File: src/rtl/dstack_ctl.sv
// dstack_ctl: eForth data stack sequencer, TOS/NOS in registers, deeper cells spilled to a sync-read RAM.
// Defining DSTACK_PICK_EN turns opcode 0 (NOP) into PICK n.
module dstack_ctl #(
    parameter int DSZ   = 32,
    parameter int DEPTH = 64,
    parameter int SSZ   = $clog2(DEPTH)
) (
    input  logic           clk,
    input  logic           rst,
    input  logic           op_valid,
    output logic           op_ready,
    input  logic [2:0]     op,
    input  logic [DSZ-1:0] vi,
    output logic [DSZ-1:0] tos,
    output logic [DSZ-1:0] nos,
    output logic [SSZ:0]   depth,
    output logic [1:0]     err,
    input  logic           err_clr,
    output logic           m_we,
    output logic [SSZ-1:0] m_addr,
    output logic [DSZ-1:0] m_wd,
    input  logic [DSZ-1:0] m_rd
);
    localparam logic [2:0] OP_PUSH = 3'd1;
    localparam logic [2:0] OP_DROP = 3'd2;
    localparam logic [2:0] OP_DUP  = 3'd3;
    localparam logic [2:0] OP_SWAP = 3'd4;
    localparam logic [2:0] OP_OVER = 3'd5;
    localparam logic [2:0] OP_ROT  = 3'd6;
    localparam logic [2:0] OP_REPL = 3'd7;
    localparam logic [SSZ:0] ONE   = (SSZ+1)'(1);
    localparam logic [SSZ:0] TWO   = (SSZ+1)'(2);
    localparam logic [SSZ:0] THREE = (SSZ+1)'(3);
    localparam logic [SSZ:0] FULL  = (SSZ+1)'(DEPTH);

    typedef enum logic [1:0] {
        IDLE,
        FILL,
`ifdef DSTACK_PICK_EN
        PFIL,
`endif
        ROT2
    } state_t;

    state_t         state, state_n;
    logic [DSZ-1:0] tos_n, nos_n, push_v;
    logic [SSZ:0]   depth_n;
    logic [1:0]     err_n;
    logic           acc, full, push;
`ifdef DSTACK_PICK_EN
    logic [SSZ:0]   n;
    assign n = vi[SSZ:0];
`endif

    assign op_ready = state == IDLE;
    assign acc      = op_valid && op_ready;
    assign full     = depth == FULL;

    always_comb begin
        state_n = state;
        tos_n   = tos;
        nos_n   = nos;
        depth_n = depth;
        err_n   = err_clr ? 2'b00 : err;
        m_we    = 1'b0;
        m_addr  = '0;
        m_wd    = '0;
        push    = 1'b0;
        push_v  = '0;
        case (state)
            IDLE: if (acc) begin
                case (op)
                    OP_PUSH: if (full) err_n[1] = 1'b1; else begin push = 1'b1; push_v = vi; end
                    OP_DUP:  if (full) err_n[1] = 1'b1; else begin push = 1'b1; push_v = tos; end
                    OP_OVER: if (depth < TWO) err_n[0] = 1'b1;
                             else if (full) err_n[1] = 1'b1;
                             else begin push = 1'b1; push_v = nos; end
                    OP_DROP: if (depth == '0) err_n[0] = 1'b1;
                             else begin
                                 tos_n   = nos;
                                 depth_n = depth - ONE;
                                 if (depth >= THREE) begin
                                     m_addr  = SSZ'(depth - THREE);
                                     state_n = FILL;
                                 end else
                                     nos_n = '0;
                             end
                    OP_SWAP: if (depth < TWO) err_n[0] = 1'b1; else begin tos_n = nos; nos_n = tos; end
                    OP_ROT:  if (depth < THREE) err_n[0] = 1'b1;
                             else begin
                                 m_addr  = SSZ'(depth - THREE);
                                 state_n = ROT2;
                             end
                    OP_REPL: if (depth == '0) err_n[0] = 1'b1; else tos_n = vi;
                    default: begin
`ifdef DSTACK_PICK_EN
                        if (n >= depth) err_n[0] = 1'b1;
                        else if (full) err_n[1] = 1'b1;
                        else if (n < TWO) begin
                            push   = 1'b1;
                            push_v = n == '0 ? tos : nos;
                        end else begin
                            m_addr  = SSZ'(depth - ONE - n);
                            state_n = PFIL;
                        end
`endif
                    end
                endcase
            end
            FILL: begin
                nos_n   = m_rd;
                state_n = IDLE;
            end
`ifdef DSTACK_PICK_EN
            PFIL: begin
                push    = 1'b1;
                push_v  = m_rd;
                state_n = IDLE;
            end
`endif
            ROT2: begin
                m_we    = 1'b1;
                m_addr  = SSZ'(depth - THREE);
                m_wd    = nos;
                tos_n   = m_rd;
                nos_n   = tos;
                state_n = IDLE;
            end
            default: state_n = IDLE;
        endcase
        // every push shifts NOS down into RAM once the register pair is occupied
        if (push) begin
            tos_n   = push_v;
            nos_n   = tos;
            depth_n = depth + ONE;
            if (depth >= TWO) begin
                m_we   = 1'b1;
                m_addr = SSZ'(depth - TWO);
                m_wd   = nos;
            end
        end
    end

    always_ff @(posedge clk or posedge rst)
        if (rst) begin
            state <= IDLE;
            tos   <= '0;
            nos   <= '0;
            depth <= '0;
            err   <= '0;
        end else begin
            state <= state_n;
            tos   <= tos_n;
            nos   <= nos_n;
            depth <= depth_n;
            err   <= err_n;
        end
endmodule
File: config.mk
export PLATFORM = sky130hd
export DESIGN_NAME = dstack_ctl
export DESIGN_NICKNAME = d
export VERILOG_FILES = /design/src/rtl/dstack_ctl.sv
export SDC_FILE = /design/constraint.sdc
export NUM_CORES = 1
export LEC_CHECK = 0
export ABC_AREA = 0
export CAP_MARGIN = 20
export CORE_MARGIN = 2
export CORE_UTILIZATION = 24
export CTS_CLUSTER_SIZE = 14
export DETAILED_ROUTE_END_ITERATION = 8
export RECOVER_POWER = 100
export SYNTH_ARGS = -nofsm -noshare
export SYNTH_HDL_FRONTEND = slang
export SYNTH_SLANG_ARGS = --single-unit
File: constraint.sdc
create_clock -name clk -period 3.3 [get_ports clk]
set_clock_uncertainty 0.15 [all_clocks]
set_input_delay 0.66 -clock clk [delete_from_list [all_inputs] [get_ports clk]]
set_output_delay 0.66 -clock clk [all_outputs]
set_load 0.02 [all_outputs]
==> results by group <==
Synth
  • Async SR Flop Fraction: 1.00
  • Synthesized net count: ~700
  • Leading area contributor after synthesis: dfrtp_1
  • Synthesized area: between 5000 and 6000 sq um
  • Synth warnings: 0
  • Seq/Total Area, Yosys: 0.356
  • Library cells used by synthesis: 50
  • Primary FF master, synth: dfrtp_1
  • Cells after synthesis: around 630
  • Area share of the leading cell type in the synthesized netlist: 0.356
  • Yosys reg bits: 75
  • Avg Cell Area, Syn: about 8.4 sq um
  • Synth top area cells: dfrtp_1, a22oi_1, nand2_1
  • EDFF count, synth: 0

Clocking
  • Insertion delay to the later sink of the worst-skew pair: roughly 0.34 ns
  • Max Buffers Root-to-Sink: 2
  • TritonCTS Sinks: 75
  • CTS tree: built
  • Total CTS buffers: 9
  • Clk pin slew, worst setup/hold paths: approximately 0.070 ns
  • CTS Root Cell: clkbuf_16
  • Max H-tree Level: 3
  • Hold-fix buffers, CTS: 0

STA
  • RSZ-0062 raised after global routing: yes
  • Worst Tran Pin Value: 1.77 ns
  • Slew Viols, Final: 37
  • Setup Viol. Count Final: 1
  • Setup ws final: -0.0827 ns
  • Fin Setup TNS: -0.0827 ns
  • Hold Slack: between 0.3 and 0.4 ns
  • Fin. Hold Viols: 0
  • Slew HR: -0.183
  • Max Freq: between 0.2 and 0.3 GHz
  • Min Tclk post-route: 3.38 ns
  • Final critical-path share of the clock period: 1.03

Cells and area
  • Storage element area: approximately 1900 sq um
  • Commonest cells after routing, fill and taps aside: clkdlybuf4s50_1, nand2_1, buf_4
  • # diodes: 0
  • Leading cell type in the layout, fill and taps excluded: clkdlybuf4s50_1
  • Layout cells sized above 1: 0.217
  • Multi-input logic area: 3230 sq um
  • Fin nets: 950
  • Area delta synth->final: 57.0%
  • Fillers: ~2200

Detailed routing
  • Drt initial violations: about 220
  • Detailed Route WL: a little over 20 mm
  • Routed length per placed instance: between 15 and 20 microns
  • ANT nets after route: 0
  • Via Count: approximately 5600
  • Drc violations: 0
  • Vias/cell: ~4.9
  • DRT Pass-1 Iters: 5

Worst setup path
  • Crit Path Max Fanout: 3
  • CP endpoint kind: output port
  • Kind of critical path: reg -> out
  • Arr. time, crit path: 2.57 ns
  • CP Launch Type: flop
  • WP data required: about 2.5 ns

Floorplanning
  • Die footprint: 23200 sq um
  • IO Pins: around 180
  • Initial Util: 0.243
  • Core area: 21700 sq um
  • Die Ht: ~150 microns
  • Die Wd: between 150 and 200 microns
  • Core Rows: 54

Status
  • Failing checks: max-capacitance violations, max-slew violations, negative setup slack
  • Outcome: finished, violations left

Placement
  • Placer Congestion: 0.858
  • I/O Buffers: 183
  • DP Wirelength: roughly 14 mm

GRT
  • Pin count of the biggest net entering global routing: 51
  • Initial antenna violation count: 0
  • First-pass GRT wire length: 31.9 mm
  • Vias in the first global route: roughly 5500
  • GRT Total Usage: 0.174
  • Grt ovf: 0

Worst hold path
  • Worst Hold Class: reg -> reg

Pwr
  • Leakage: 3.43 nW
  • Maximum VDD drop: approximately 0.45 mV
  • PwrDens: between 800 and 900 nW/um^2

Job
  • MaxCap Viol Count: 1
==> path summary, 6_finish.rpt <==
check                       endpoint  slack (ns)  depth (start not counted)      from
setup reg to reg            depth[5]        0.22                         16  depth[1]
hold / removal                err[0]        0.36                          1    err[0]
hold reg to reg               err[0]        0.36                          1    err[0]
min in group asynchronous    tos[21]        1.05                          2       rst
max in group asynchronous     tos[2]        0.56                          3       rst
setup / recovery           m_addr[4]       -0.08                         12  depth[0]
==> power by group <==
part	switching [W]	internal, W	total, W
clock	0.000419	0.000532	0.000951
combinational	0.00227	0.00193	0.00420
sequential	0.000316	0.00119	0.00151
==> cells by family (layout without fill, tap and decap cells) <==
logic type,Yosys count,count (layout),synth area share
multiplexers,34,34,0.0645
AO/OA/AOI/OAI,245,245,0.302
buffers and inverters,68,304,0.0623
XOR/XNOR,6,6,0.00995
flip-flops,75,75,0.356
AND/OR/NAND/NOR,189,190,0.169
adder cells (fa/ha/maj),15,15,0.0370
==> cell usage after synthesis, types with 2 or more instances <==
master,number
nor2b_1,36
o21ai_0,73
ha_1,14
a2bb2oi_1,32
a21oi_1,12
a22oi_1,64
a311oi_1,2
a311o_1,2
nor3_1,4
o22ai_1,2
mux2i_1,34
clkbuf_1,28
nor3b_1,4
a22o_1,3
xnor2_1,5
buf_4,2
o21a_1,2
nand3_1,6
buf_2,21
nor2_1,13
inv_1,11
buf_6,5
nand2_1,112
nand2b_1,4
o21ai_1,40
and2_1,2
o21bai_1,2
dfrtp_1,75
==> registers in the layout (all words and copies together), names as in the netlist <==
signal,flops
nos,32
tos,32
state,2
depth,7
err,2
==> worst max-delay path: stages (launching register included) <==
cell and delay [ns]:
dfrtp_2 0.41, inv_2 0.08, ha_4 0.13, nor4b_4 0.28
buf_4 0.18, a221oi_2 0.06, o21a_2 0.16, buf_4 0.14
buf_4 0.13, nand2_2 0.06, a21oi_2 0.05, a311oi_2 0.33
buf_4 0.21
==> repair_timing <==
item | in CTS | in global routing
setup buffers | 11 | 3
cloned | 1 | 2
gates resized for setup | 93 | 88
pin swaps | 9 | 12
endpoints found under the setup margin | 39 | 49
==> per-stage QoR <==
stage                     setup slack, ns  power, W  utilization  cell area [sq um]  cells
after global placement             -0.619   0.00542        0.363               7880   1116
after detailed placement           -0.639   0.00546        0.363               7880   1116
final                             -0.0827   0.00666        0.382               8290   1149
after global routing               -0.178   0.00718        0.382               8290   1149
after CTS                          -0.101   0.00659        0.383               8300   1144
after floorplan                   0.00980   0.00362            -               5300    632
==> routing by layer <==
layer | vias to the layer above | track usage | share of wire
met1 | 2655 | 0.233 | 0.45
met5 | - | 0 | 0
li1 | 2757 | - | -
met2 | 204 | 0.291 | 0.48
met4 | 0 | 0.0427 | 0.012
met3 | 17 | 0.0310 | 0.059
==> final cells by class <==
cell class / count / area share
multi-input combinational: 490 / 0.390
sequential: 75 / 0.227
clock inverter: 5 / 0.00468
tap: 280 / 0.0423
clock buffer: 11 / 0.0293
timing repair buffer: 276 / 0.301
inverter: 12 / 0.00589
Note: power is estimated with default switching activity, not from simulation.
